--- src/rtl/hazard_stall_ctrl.sv ---
// Hazard controller for the 5-stage MIPS pipeline: forwarding selects, load-use/branch stalls,
// control flushes and a multi-cycle mult/div freeze. Optional stall counters behind `STALL_CNT_EN.
module hazard_stall_ctrl #(
  parameter int REG_ADDR_W = 5,
  parameter int MD_CYCLES  = 4,
  parameter int MD_CNT_W   = 3
) (
  input  logic                  clk,
  input  logic                  reset,
  input  logic [REG_ADDR_W-1:0] rs_d,
  input  logic [REG_ADDR_W-1:0] rt_d,
  input  logic [REG_ADDR_W-1:0] rs_e,
  input  logic [REG_ADDR_W-1:0] rt_e,
  input  logic [REG_ADDR_W-1:0] write_reg_e,
  input  logic [REG_ADDR_W-1:0] write_reg_m,
  input  logic [REG_ADDR_W-1:0] write_reg_w,
  input  logic                  reg_write_e,
  input  logic                  reg_write_m,
  input  logic                  reg_write_w,
  input  logic                  mem_to_reg_e,
  input  logic                  mem_to_reg_m,
  input  logic                  branch_d,
  input  logic                  jump_d,
  input  logic                  pc_src_d,
  input  logic                  md_start_e,
  output logic                  stall_f,
  output logic                  stall_d,
  output logic                  stall_e,
  output logic                  flush_d,
  output logic                  flush_e,
  output logic                  forward_a_d,
  output logic                  forward_b_d,
  output logic [1:0]            forward_a_e,
  output logic [1:0]            forward_b_e,
  output logic                  md_busy,
  output logic                  md_done
`ifdef STALL_CNT_EN
  ,
  output logic [31:0]           data_stall_cnt,
  output logic [31:0]           md_stall_cnt
`endif
);

  typedef enum logic {IDLE, BUSY} md_state_e;

  localparam logic [MD_CNT_W-1:0] MD_LOAD = MD_CNT_W'(MD_CYCLES - 1);
  localparam logic [MD_CNT_W-1:0] CNT_ONE = MD_CNT_W'(1);

  md_state_e           state_q;
  logic [MD_CNT_W-1:0] cnt_q;
  logic                md_busy_q;
  logic                md_done_q;

  logic lw_stall;
  logic br_stall;
  logic md_stall;
  logic data_stall;

  // $0 is hard-wired to zero, so a write to it is never a real producer.
  function automatic logic reg_hit(input logic [REG_ADDR_W-1:0] src,
                                   input logic [REG_ADDR_W-1:0] dst,
                                   input logic                  wr_en);
    return wr_en && (src != '0) && (src == dst);
  endfunction

  function automatic logic [1:0] fwd_sel_e(input logic [REG_ADDR_W-1:0] src);
    if (reg_hit(src, write_reg_m, reg_write_m))      return 2'b10;
    else if (reg_hit(src, write_reg_w, reg_write_w)) return 2'b01;
    else                                             return 2'b00;
  endfunction

  assign lw_stall = reg_hit(rs_d, write_reg_e, mem_to_reg_e) ||
                    reg_hit(rt_d, write_reg_e, mem_to_reg_e);

  assign br_stall = branch_d &&
                    (reg_hit(rs_d, write_reg_e, reg_write_e)  ||
                     reg_hit(rt_d, write_reg_e, reg_write_e)  ||
                     reg_hit(rs_d, write_reg_m, mem_to_reg_m) ||
                     reg_hit(rt_d, write_reg_m, mem_to_reg_m));

  // The done cycle (BUSY, cnt == 0) is deliberately not a stall, so the op costs exactly MD_CYCLES.
  assign md_stall = ((state_q == IDLE) && md_start_e) ||
                    ((state_q == BUSY) && (cnt_q != '0));

  assign data_stall = !md_stall && (lw_stall || br_stall);

  // NOTE: every combinational output defaults to 0 before any branch assigns it, which both
  // avoids latch inference and forces all outputs low while reset is held.
  always_comb begin
    stall_f     = 1'b0;
    stall_d     = 1'b0;
    stall_e     = 1'b0;
    flush_d     = 1'b0;
    flush_e     = 1'b0;
    forward_a_d = 1'b0;
    forward_b_d = 1'b0;
    forward_a_e = 2'b00;
    forward_b_e = 2'b00;
    md_busy     = 1'b0;
    md_done     = 1'b0;
    if (!reset) begin
      forward_a_d = reg_hit(rs_d, write_reg_m, reg_write_m);
      forward_b_d = reg_hit(rt_d, write_reg_m, reg_write_m);
      forward_a_e = fwd_sel_e(rs_e);
      forward_b_e = fwd_sel_e(rt_e);
      md_busy     = md_busy_q;
      md_done     = md_done_q;
      if (md_stall) begin
        stall_f = 1'b1;
        stall_d = 1'b1;
        stall_e = 1'b1;
      end else if (data_stall) begin
        stall_f = 1'b1;
        stall_d = 1'b1;
        flush_e = 1'b1;
      end else if (pc_src_d || jump_d) begin
        flush_d = 1'b1;
      end
    end
  end

  // NOTE: sequential state uses non-blocking assignments so every register samples pre-edge values.
  always_ff @(posedge clk or posedge reset) begin
    if (reset) begin
      state_q   <= IDLE;
      cnt_q     <= '0;
      md_busy_q <= 1'b0;
      md_done_q <= 1'b0;
    end else begin
      case (state_q)
        IDLE: begin
          md_done_q <= 1'b0;
          if (md_start_e) begin
            state_q   <= BUSY;
            cnt_q     <= MD_LOAD;
            md_busy_q <= 1'b1;
          end
        end
        BUSY: begin
          if (cnt_q != '0) begin
            cnt_q     <= cnt_q - CNT_ONE;
            md_done_q <= (cnt_q == CNT_ONE);
          end else begin
            // A request still asserted here belongs to the op just finished; it is not a restart.
            state_q   <= IDLE;
            md_busy_q <= 1'b0;
            md_done_q <= 1'b0;
          end
        end
        default: begin
          state_q   <= IDLE;
          cnt_q     <= '0;
          md_busy_q <= 1'b0;
          md_done_q <= 1'b0;
        end
      endcase
    end
  end

`ifdef STALL_CNT_EN
  always_ff @(posedge clk or posedge reset) begin
    if (reset) begin
      data_stall_cnt <= '0;
      md_stall_cnt   <= '0;
    end else begin
      if (data_stall) data_stall_cnt <= data_stall_cnt + 32'd1;
      if (md_stall)   md_stall_cnt   <= md_stall_cnt + 32'd1;
    end
  end
`endif

endmodule

--- config.mk ---
export PLATFORM = sky130hd
export DESIGN_NAME = hazard_stall_ctrl
export DESIGN_NICKNAME = d
export VERILOG_FILES = /design/src/rtl/hazard_stall_ctrl.sv
export SDC_FILE = /design/constraint.sdc
export NUM_CORES = 1
export LEC_CHECK = 0
export CELL_PAD_IN_SITES_DETAIL_PLACEMENT = 1
export CELL_PAD_IN_SITES_GLOBAL_PLACEMENT = 2
export CORE_UTILIZATION = 20
export CTS_CLUSTER_SIZE = 25
export DETAILED_ROUTE_END_ITERATION = 6
export PLACE_DENSITY_LB_ADDON = 0.1
export SLEW_MARGIN = 40
export SYNTH_ARGS = -nofsm -noshare
export SYNTH_HDL_FRONTEND = slang
export SYNTH_SLANG_ARGS = --single-unit
--- constraint.sdc ---
create_clock -name clk -period 4.7 [get_ports clk]
set_input_delay 0.94 -clock clk [delete_from_list [all_inputs] [get_ports clk]]
set_output_delay 0.94 -clock clk [all_outputs]
set_load 0.005 [all_outputs]
==> metrics.md, run 1 <==
| Metric | Value |
|---|---|
| Final weighted congestion in routability-driven placement | about 0.73 |
| Setup crit end kind | output port |
| Final Slew Violations | 0 |
| Fraction of layout cells with a size suffix above 1 | between 6 and 7% |
| Required arrival time at the worst endpoint | 3760 ps |
| Max VDD drop | a little under 0.1 mV |
| Data arrival, critical path | roughly 3000 ps |
| Post-synth ARST share | 100.0% |
| Initial antenna violation count | 0 |
| Cells traversed along the worst timing path | clkdlybuf4s50_1, xor2_1, nor3_1, nand4_1, a21o_1, a31oi_1, clkdlybuf4s50_1 |
| Row Count | 24 |
| Global routing usage summed across all routing layers | a little over an eighth |
| Synthesis-to-finish area growth | 70.84% |
| Clk_skew | roughly 4.2 ps |
| CTS Hold Bufs | 0 |
| Initial DRC Count | 29 |
| Run status | finished with violations |
| Routed wire length | between 3 and 4 mm |
| Chip Width | around 71 um |
| Starting utilization of the core area | a little over a fifth |
| Area share of the leading cell type in the synthesized netlist | ~22% |
| Endpoint with the worst hold slack | cnt_q[0]$_DFFE_PP0P_ |
| Worst Path Buf+Inv | 2 |
| Final Hold Vio Count | 0 |
| I/O Pins | between 50 and 60 |
| Unrepaired setup endpoints after global routing | false |
| Clk root buf | sky130_fd_sc_hd__clkbuf_8 |
| Launch instance of the worst min-delay path | cnt_q[0]$_DFFE_PP0P_ |
| DRT antenna net count | 0 |
| Maximum fanout along the worst path | 4 |
| Pin count of the biggest net entering global routing | 10 |
| Half-perimeter wire length of the detailed placement result | ~2.7 mm |
| Cell type with the highest aggregate area in the netlist | sky130_fd_sc_hd__xnor2_1 |
| Time the final worst path needs with I/O delays and setup | about 4000 ps |
| Clock latency of the later-clocked register in the worst-skew pair | approximately 220 ps |
| Slew of the pin with the lowest slew margin | 379.5 ps |
| Startpoint of the worst-slack reg-to-reg timing path | cnt_q[0]$_DFFE_PP0P_ |
| Via count of the first global-routing pass | between 1000 and 1500 |
| Dominant cell by count in the synthesized netlist | sky130_fd_sc_hd__xnor2_1 |
| 1st-pass router iterations | 5 |
| Clock tree from TritonCTS | yes |
| Count of yosys warnings during synthesis | 0 |
| Number of clock sinks seen by CTS | 6 |
| Synthesized net count | roughly 160 |
| Wire per inst | about 14 um |
| DIE HEIGHT | about 71 um |
| Crit share post-route | 84.16% |
| Cell family contributing the most delay on the critical path | buffers and inverters |
| Reg-to-reg critical path endpoint | cnt_q[0]$_DFFE_PP0P_ |
| Cells after synthesis | ~120 |
| Post-synthesis area per instance | 8.247 um^2 |
| Critical setup path kind | input port to output port |
| Port Buffers | 58 |
| Count of filler cells inserted in the layout | ~530 |
| CTS Buffer Depth | 2 |
| Overall power after layout | between 300 and 400 uW |
| Total global routing overflow | 0 |
| R2R Setup Slk | 3130 ps |
| Die area | 5021 um^2 |
| Cell leakage power | 0.5778 nW |
| Number of nets in the finished design | ~220 |
| Biggest area contributors in the synthesized netlist | sky130_fd_sc_hd__xnor2_1 (22%), sky130_fd_sc_hd__dfrtp_1 (16%), sky130_fd_sc_hd__xor2_1 (15%) |
| Wire length of the first global-routing pass | 5.395 mm |
| Count of cells along the worst register-to-register path | 7 |
| Commonest register cell after synthesis | sky130_fd_sc_hd__dfrtp_1 |
| Critical-path top delay cell | sky130_fd_sc_hd__clkdlybuf4s50_1 |
| Cell Pwr Density | ~230 nW/um^2 |
| Startpoint type of the worst setup path | input port |
| Drc violations | 6 |
| Number of flops mapped to enable cells by yosys | 0 |
| Synth Register Bits | 6 |
| Via count | 1008 |
| Most frequent cells after synthesis | sky130_fd_sc_hd__xnor2_1 (24), sky130_fd_sc_hd__xor2_1 (16), sky130_fd_sc_hd__nor2_1 (9), sky130_fd_sc_hd__nand2_1 (8), sky130_fd_sc_hd__nand4_1 (8) |
| Maximum frequency from static timing analysis | approximately 250 MHz |
| Share of the yosys chip area belonging to registers | between 10% and 20% |
| Most frequent CP cell | sky130_fd_sc_hd__clkdlybuf4s50_1 |
| Post-CTS Setup Inserts | 0 |
| Failing checks | DRC |
| Core region area | roughly 4400 um^2 |
| Number of violations of the max-capacitance limit | 0 |
| Relative slew margins | 73.98% |
| Drt via density | about 4.5 |
| Synthesized cell area | 948.4 um^2 |
| Number of gates resized after cts | 0 |
| Setup violation total in the final timing report | 0 |
| Clk pin slew, worst setup/hold paths | 30 ps |
| Summed negative setup slack over all endpoints | 0 ps |
| Peak per-stage delay on the critical path | roughly 530 ps |
| H-tree levels | 1 |
| Worst hold path cell count | 1 |
| Class of the worst hold path | flip-flop to flip-flop |
| Number of CTS-inserted buffers | 3 |
| Number of library cell types mapped by synthesis | 27 |
| Count of inserted antenna diode cells | 0 |
-- registers in the layout, summed over array words and instances, names as in the netlist --
register   cells
md_busy_q      1
md_done_q      1
cnt_q          3
state_q        1
-- cell usage in the layout, fill, tap and decap left out, types with 4 or more instances in the layout --
cell type / Yosys / routed
sky130_fd_sc_hd__inv_1: 4 / 4
sky130_fd_sc_hd__nand2_1: 8 / 8
sky130_fd_sc_hd__nor3_1: 6 / 6
sky130_fd_sc_hd__dfrtp_1: 6 / 6
sky130_fd_sc_hd__clkdlybuf4s50_1: 0 / 58
sky130_fd_sc_hd__xnor2_1: 24 / 24
sky130_fd_sc_hd__xor2_1: 16 / 16
sky130_fd_sc_hd__nor4_2: 4 / 4
sky130_fd_sc_hd__nor2_1: 9 / 9
sky130_fd_sc_hd__nand4_1: 8 / 8
-- metal layers --
metal	global-route usage (%)	vias to the layer above	part of all wire, %
met5	0	-	0
met4	4.000	0	0.79
met3	3.561	2	7.4
met2	24.15	38	49
met1	15.97	457	43
li1	-	511	-
-- worst register-to-register path, cell delays in order, from the launching register on --
cell                       delay, ps
sky130_fd_sc_hd__dfrtp_1         400
sky130_fd_sc_hd__inv_1           100
sky130_fd_sc_hd__ha_1            170
sky130_fd_sc_hd__nand2b_1        130
sky130_fd_sc_hd__mux2i_1         360
sky130_fd_sc_hd__inv_1           130
sky130_fd_sc_hd__nor2_1          110
sky130_fd_sc_hd__a31oi_1          40
-- worst max-delay path by stage --
stage,start,end,slack (ps),cells after the start
2_1_floorplan,write_reg_m[3],stall_f,1790,6
3_3_place_gp,write_reg_m[0],stall_d,750,7
3_5_place_dp,write_reg_m[1],stall_f,720,7
4_1_cts,write_reg_m[1],stall_f,720,7
5_1_grt,write_reg_m[1],stall_f,610,7
6_report,write_reg_m[1],stall_f,740,7
-- where the power goes --
group          total [mW]  internal (mW)  switching [mW]
sequential         0.0919         0.0746          0.0173
combinational       0.202          0.115          0.0878
clock              0.0765         0.0550          0.0215
-- final cells by class --
type	count	area (um^2)	area share (%)
clock buffers	3	41.29	2.548
inverters	4	15.01	0.9266
multi-input cells	102	768.2	47.41
flip-flops and latches	6	150.1	9.266
well taps	52	65.06	4.015
repair buffers	58	580.6	35.83
-- cells by family (layout without fill, tap and decap cells) --
logic type                 Yosys count  after routing  share of synthesized area, %
buffers and inverters                7             65                         3.166
AOI/OAI and AO/OA                   10             10                         7.387
xor gates and xnor gates            40             40                         36.94
DFF                                  6              6                         15.83
muxes                                2              2                         2.243
adders and majority gates            3              3                         3.958
and+or+nand+nor                     47             47                         30.48
-- stage by stage --
stage	area, um^2	hold slack, ps	setup WS, ps	std cells	util (%)
2_1_floorplan	948.4	477.2	1787	115	-
3_3_place_gp	1579	503.1	754.7	222	35.53
3_5_place_dp	1579	512.6	719.7	222	35.53
4_1_cts	1620	517.0	716.7	225	36.46
5_1_grt	1620	565.4	612.5	225	36.46
6_report	1620	509.5	744.5	225	36.46
(Power assumes the default switching activity.)
==> run 2, diff against run 1 <==
- CORE_UTILIZATION: 20 -> 17
- clock period: 4.7 -> 3.37 ns (I/O delays scaled with it)
==> metrics.md, run 2 (synthesized netlist as in run 1, its figures left out) <==
| Metric | Value |
|---|---|
| Register with the most flip-flops | cnt_q |
| Port Buffers | a little under 60 |
| CTS Buffer Depth | 2 |
| Critical setup path kind | input port to output port |
| Via count | roughly 1100 |
| Initial antenna violation count | 0 |
| I/O Pins | 59 |
| Drt via density | 4.241 |
| DP Worst Slack | -47.05 ps |
| Initial DRC Count | 12 |
| Slew of the pin with the lowest slew margin | 319.3 ps |
| Count of cells along the worst register-to-register path | 7 |
| Synthesis-to-finish area growth | 91.56% |
| Required arrival time at the worst endpoint | between 2000 and 3000 ps |
| Worst hold path cell count | 1 |
| Maximum frequency from static timing analysis | just over 300 MHz |
| Most common library cell in the layout ignoring fill and taps | sky130_fd_sc_hd__clkdlybuf4s50_1 |
| Global routing usage summed across all routing layers | 12.23% |
| Maximum fanout along the worst path | 2 |
| Total global routing overflow | 0 |
| Cell leakage power | roughly 0.75 nW |
| Clock tree from TritonCTS | yes |
| Wire per inst | 13.50 um |
| Setup crit end kind | output port |
| Startpoint of the worst-slack reg-to-reg timing path | cnt_q[0]$_DFFE_PP0P_ |
| 1st-pass router iterations | 3 |
| Via count of the first global-routing pass | about 1300 |
| H-tree levels | 1 |
| Fraction of layout cells with a size suffix above 1 | 16.75% |
| Reg-to-reg critical path endpoint | cnt_q[0]$_DFFE_PP0P_ |
| Endpoint with the worst hold slack | cnt_q[0]$_DFFE_PP0P_ |
| Post-CTS Setup Inserts | 0 |
| Clock latency of the later-clocked register in the worst-skew pair | 220 ps |
| Clk root buf | sky130_fd_sc_hd__clkbuf_8 |
| Setup violation total in the final timing report | 0 |
| Routed wire length | 3.523 mm |
| Startpoint type of the worst setup path | input port |
| Drc violations | 0 |
| Max VDD drop | between 0.15 and 0.2 mV |
| Cell Pwr Density | between 300 and 400 nW/um^2 |
| Commonest cells after routing, fill and taps aside | sky130_fd_sc_hd__clkdlybuf4s50_1 (49), sky130_fd_sc_hd__xnor2_1 (24), sky130_fd_sc_hd__buf_4 (18), sky130_fd_sc_hd__xor2_1 (16), sky130_fd_sc_hd__nor2_1 (9) |
| Half-perimeter wire length of the detailed placement result | just over 3 mm |
| Number of CTS-inserted buffers | 3 |
| Count of inserted antenna diode cells | 0 |
| DIE HEIGHT | ~77 um |
| Fin worst setup slack | approximately 55 ps |
| Starting utilization of the core area | between 10% and 20% |
| Number of violations of the max-capacitance limit | 0 |
| Wire length of the first global-routing pass | 5.899 mm |
| Chip Width | roughly 77 um |
| Data arrival, critical path | 2640 ps |
| Run status | finished clean |
| Row Count | 26 |
| Time the final worst path needs with I/O delays and setup | ~3300 ps |
| Pin count of the biggest net entering global routing | 10 |
| Final Slew Violations | 0 |
| Crit share post-route | 98.36% |
| Die area | 5881 um^2 |
| Register area | roughly 150 um^2 |
| Relative slew margins | a little under 80% |
| DRT antenna net count | 0 |
| R2R Setup Slk | a little under 2000 ps |
| Number of nets in the finished design | 242 |
| Core region area | roughly 5200 um^2 |
| Final Hold Vio Count | 0 |
| Flip-flop count of the largest register, all copies and words added | 3 |
| Class of the worst hold path | flip-flop to flip-flop |
| Count of filler cells inserted in the layout | 633 |
| Clk pin slew, worst setup/hold paths | 40 ps |
| Number of clock sinks seen by CTS | 6 |
| Final Util | around a third |
| Launch instance of the worst min-delay path | cnt_q[0]$_DFFE_PP0P_ |
| Area occupied by multi-input gates | 788.3 um^2 |
| Final weighted congestion in routability-driven placement | ~0.72 |
| Clk_skew | approximately 0.44 ps |
## run 2: critical path, cell delays in order
cell and delay (ps):
sky130_fd_sc_hd__clkdlybuf4s50_1 420, sky130_fd_sc_hd__or4_4 550, sky130_fd_sc_hd__nor2_4 140, sky130_fd_sc_hd__nor4_4 70
sky130_fd_sc_hd__nor4_2 240, sky130_fd_sc_hd__clkdlybuf4s50_1 540
## run 2: repair_timing
item	CTS	global route
hold buffers	0	0
setup endpoints to repair	2	6
hold endpoints to repair	0	0
pin swaps	1	4
gates resized for setup	2	10
## run 2: through the flow
| step | hold WS [ps] | cells | TNS, ps | cell area [um^2] | total power, mW |
|---|---|---|---|---|---|
| 2_1_floorplan | 477.2 | 115 | 0 | 948.4 | 0.2778 |
| 6_report | 535.7 | 261 | 0 | 1817 | 0.5485 |
| 4_1_cts | 538.0 | 261 | 0 | 1783 | 0.5587 |
| 5_1_grt | 576.8 | 261 | -4.676 | 1817 | 0.6032 |
| 3_5_place_dp | 533.0 | 258 | -93.83 | 1737 | 0.4439 |
| 3_3_place_gp | 503.6 | 258 | 0 | 1737 | 0.4319 |
## run 2: worst max path at each step
| stage | startpoint | cells past startpoint | to |
|---|---|---|---|
| 6_report | rs_e[1] | 6 | forward_a_e[0] |
| 5_1_grt | rs_e[1] | 6 | forward_a_e[0] |
| 4_1_cts | write_reg_m[0] | 7 | stall_f |
| 3_5_place_dp | write_reg_m[1] | 7 | stall_f |
| 3_3_place_gp | write_reg_m[1] | 7 | stall_f |
| 2_1_floorplan | write_reg_m[3] | 6 | stall_f |
## run 2: layout make-up
cell class | count | share of cell area [%]
Multi-Input combinational cell | 102 | 43.39
Clock buffer | 3 | 2.273
Timing Repair Buffer | 76 | 40.43
Tap cell | 70 | 4.821
Inverter | 4 | 0.8264
Sequential cell | 6 | 8.264
## run 2: per-layer routing
layer	track usage, %	share of wire [%]
met5	0	0
met4	1.538	0.40
met3	3.571	7.2
met2	22.05	49
met1	14.51	43
## run 2: where the power goes
part	switching (mW)	internal, mW	leakage [nW]
registers	0.0259	0.104	0.0717
logic	0.132	0.178	0.661
clock network	0.0321	0.0769	0.0216
==> run 3, diff against run 2 <==
- CORE_MARGIN: default -> 3
- MAX_ROUTING_LAYER: default -> met4
==> metrics.md, run 3 (synthesized netlist as in run 1, its figures left out) <==
| Metric | Value |
|---|---|
| Count of filler cells inserted in the layout | 630 |
| I/O Pins | a little under 60 |
| Number of CTS-inserted buffers | 3 |
| Unrepaired setup endpoints after global routing | false |
| Final Hold Vio Count | 0 |
| Critical setup path kind | input port to output port |
| Required arrival time at the worst endpoint | approximately 2700 ps |
| Drc violations | 0 |
| Data arrival, critical path | 2570 ps |
| Maximum frequency from static timing analysis | 308.7 MHz |
| Crit share post-route | 96.12% |
| CTS Buffer Depth | 2 |
| Critical-path top delay cell | sky130_fd_sc_hd__clkdlybuf4s50_1 |
| Setup crit end kind | output port |
| Port Buffers | 58 |
| Total global routing overflow | 0 |
| Number of violations of the max-capacitance limit | 0 |
| Maximum fanout along the worst path | 3 |
| Relative slew margins | 74.75% |
| Slew of the pin with the lowest slew margin | approximately 380 ps |
| Area occupied by multi-input gates | approximately 800 um^2 |
| Most common library cell in the layout ignoring fill and taps | sky130_fd_sc_hd__clkdlybuf4s50_1 |
| Final Slew Violations | 0 |
| Core region area | 5238 um^2 |
| Routed wire length | roughly 3.7 mm |
| Flip-flop count of the largest register, all copies and words added | 3 |
| Chip Width | around 80 um |
| Clk root buf | sky130_fd_sc_hd__clkbuf_8 |
| Register with the most flip-flops | cnt_q |
| 1st-pass router iterations | 2 |
| Pin count of the biggest net entering global routing | 8 |
| Fraction of layout cells with a size suffix above 1 | around 18% |
| Clk_skew | 3.859 ps |
| Clock latency of the later-clocked register in the worst-skew pair | roughly 230 ps |
| Count of inserted antenna diode cells | 0 |
| H-tree levels | 1 |
| Half-perimeter wire length of the detailed placement result | 3.263 mm |
| DRT antenna net count | 0 |
| Final weighted congestion in routability-driven placement | roughly 0.75 |
| Register area | around 150 um^2 |
| Startpoint type of the worst setup path | input port |
| Commonest cells after routing, fill and taps aside | sky130_fd_sc_hd__clkdlybuf4s50_1 (50), sky130_fd_sc_hd__xnor2_1 (24), sky130_fd_sc_hd__buf_4 (20), sky130_fd_sc_hd__xor2_1 (16), sky130_fd_sc_hd__nor2_1 (9) |
| Run status | finished clean |
| Cells traversed along the worst timing path | clkdlybuf4s50_1, buf_4, xnor2_1, nand4_1, nor4_2, and2_1, clkdlybuf4s50_1 |
| Time the final worst path needs with I/O delays and setup | 3239 ps |
| Wire length of the first global-routing pass | about 6.1 mm |
| Cell Pwr Density | just over 300 nW/um^2 |
| Initial antenna violation count | 0 |
| Worst Path Buf+Inv | 3 |
| Switching Share | 35.68% |
| Cell family contributing the most delay on the critical path | buffers and inverters |
| Final cell count without fillers | between 200 and 300 |
| Worst hold-check slack | 551.1 ps |
| Die area | roughly 6500 um^2 |
| Max VDD drop | around 0.14 mV |
| Setup violation total in the final timing report | 0 |
| Net Sw Power | between 150 and 200 uW |
| Most frequent CP cell | sky130_fd_sc_hd__clkdlybuf4s50_1 |
| Global routing usage summed across all routing layers | between 10% and 20% |
| Row Count | 26 |
| Share of power burned in registers | 23.5% |
| R2R Setup Slk | 1820 ps |
| Starting utilization of the core area | between 10% and 20% |
| DIE HEIGHT | between 80 and 90 um |
| Final Util | 34.64% |
| Number of nets in the finished design | between 200 and 250 |
| Clock tree from TritonCTS | yes |
| Placed insts | roughly 260 |
| Cell leakage power | around 0.75 nW |
| Clk pin slew, worst setup/hold paths | 40 ps |
| Share of total power in the clock network | 20.0% |
| Class of the worst hold path | flip-flop to flip-flop |
| Via count | roughly 1100 |
| Peak per-stage delay on the critical path | ~550 ps |
| Drt via density | between 4 and 5 |
| Synthesis-to-finish area growth | 91.29% |
| Combinational Power Share | about 56% |
| Via count of the first global-routing pass | 1276 |
| Internal power summed over all cells | 358.2 uW |
| Initial DRC Count | 9 |
| Wire per inst | ~14 um |
| Number of clock sinks seen by CTS | 6 |
==> run 3: layout make-up <==
class,instances,share of cell area [%]
clock buffers,3,2.276
inverters,4,0.8276
multi-input cells,102,43.24
flip-flops and latches,6,8.276
well taps,70,4.828
repair buffers,78,40.55
==> run 3: final timing paths <==
kind,endpoint,depth (start not counted),from
setup / recovery,forward_a_e[1],7,write_reg_m[3]
hold / removal,md_busy_q$_DFFE_PP0P_,2,md_busy_q$_DFFE_PP0P_
setup reg to reg,cnt_q[0]$_DFFE_PP0P_,7,cnt_q[0]$_DFFE_PP0P_
hold reg to reg,md_busy_q$_DFFE_PP0P_,2,md_busy_q$_DFFE_PP0P_
max in group asynchronous,cnt_q[0]$_DFFE_PP0P_,3,reset
min in group asynchronous,md_done_q$_DFF_PP0_,2,reset
==> run 3: repair_timing <==
action / in CTS / in global routing
setup endpoints to repair: 2 / 4
hold buffers: 0 / 0
gates resized for setup: 5 / 6
buffers inserted: 0 / 1
pin swaps: 3 / 2
cloned: 0 / 0
==> run 3: layer usage <==
metal / vias up / part of all wire, % / track usage, %
li1: 556 / - / -
met1: 496 / 44 / 14.12
met2: 45 / 50 / 21.03
met3: 0 / 6.5 / 3.587
met4: 0 / 0 / 2.027
met5: - / 0 / -
==> run 3: worst reg2reg max path: stages, from the launching register on <==
cell and delay [ps]:
sky130_fd_sc_hd__dfrtp_1 420, sky130_fd_sc_hd__inv_1 110, sky130_fd_sc_hd__ha_1 180, sky130_fd_sc_hd__nand2b_1 160, sky130_fd_sc_hd__mux2i_1 250, sky130_fd_sc_hd__inv_1 110
sky130_fd_sc_hd__nor2_1 120, sky130_fd_sc_hd__a31oi_1 60
==> run 3: through the flow <==
step | cell area, um^2 | total power, mW | setup TNS, ps | worst slack [ps]
6_report | 1814 | 0.5569 | 0 | 130.6
2_1_floorplan | 948.4 | 0.2778 | 0 | 989.2
4_1_cts | 1787 | 0.5645 | 0 | 7.531
5_1_grt | 1814 | 0.6096 | 0 | 20.87
3_5_place_dp | 1744 | 0.4503 | -113.9 | -59.64
3_3_place_gp | 1744 | 0.4334 | 0 | 28.08
==> run 3: power by group through the flow <==
stage	clock network (mW)	registers (mW)	logic (mW)
floorplan	0	0.122	0.156
global route	0.121	0.137	0.352
detailed placement	0	0.131	0.320
global placement	0	0.128	0.305
finish	0.111	0.131	0.315
CTS	0.116	0.130	0.318
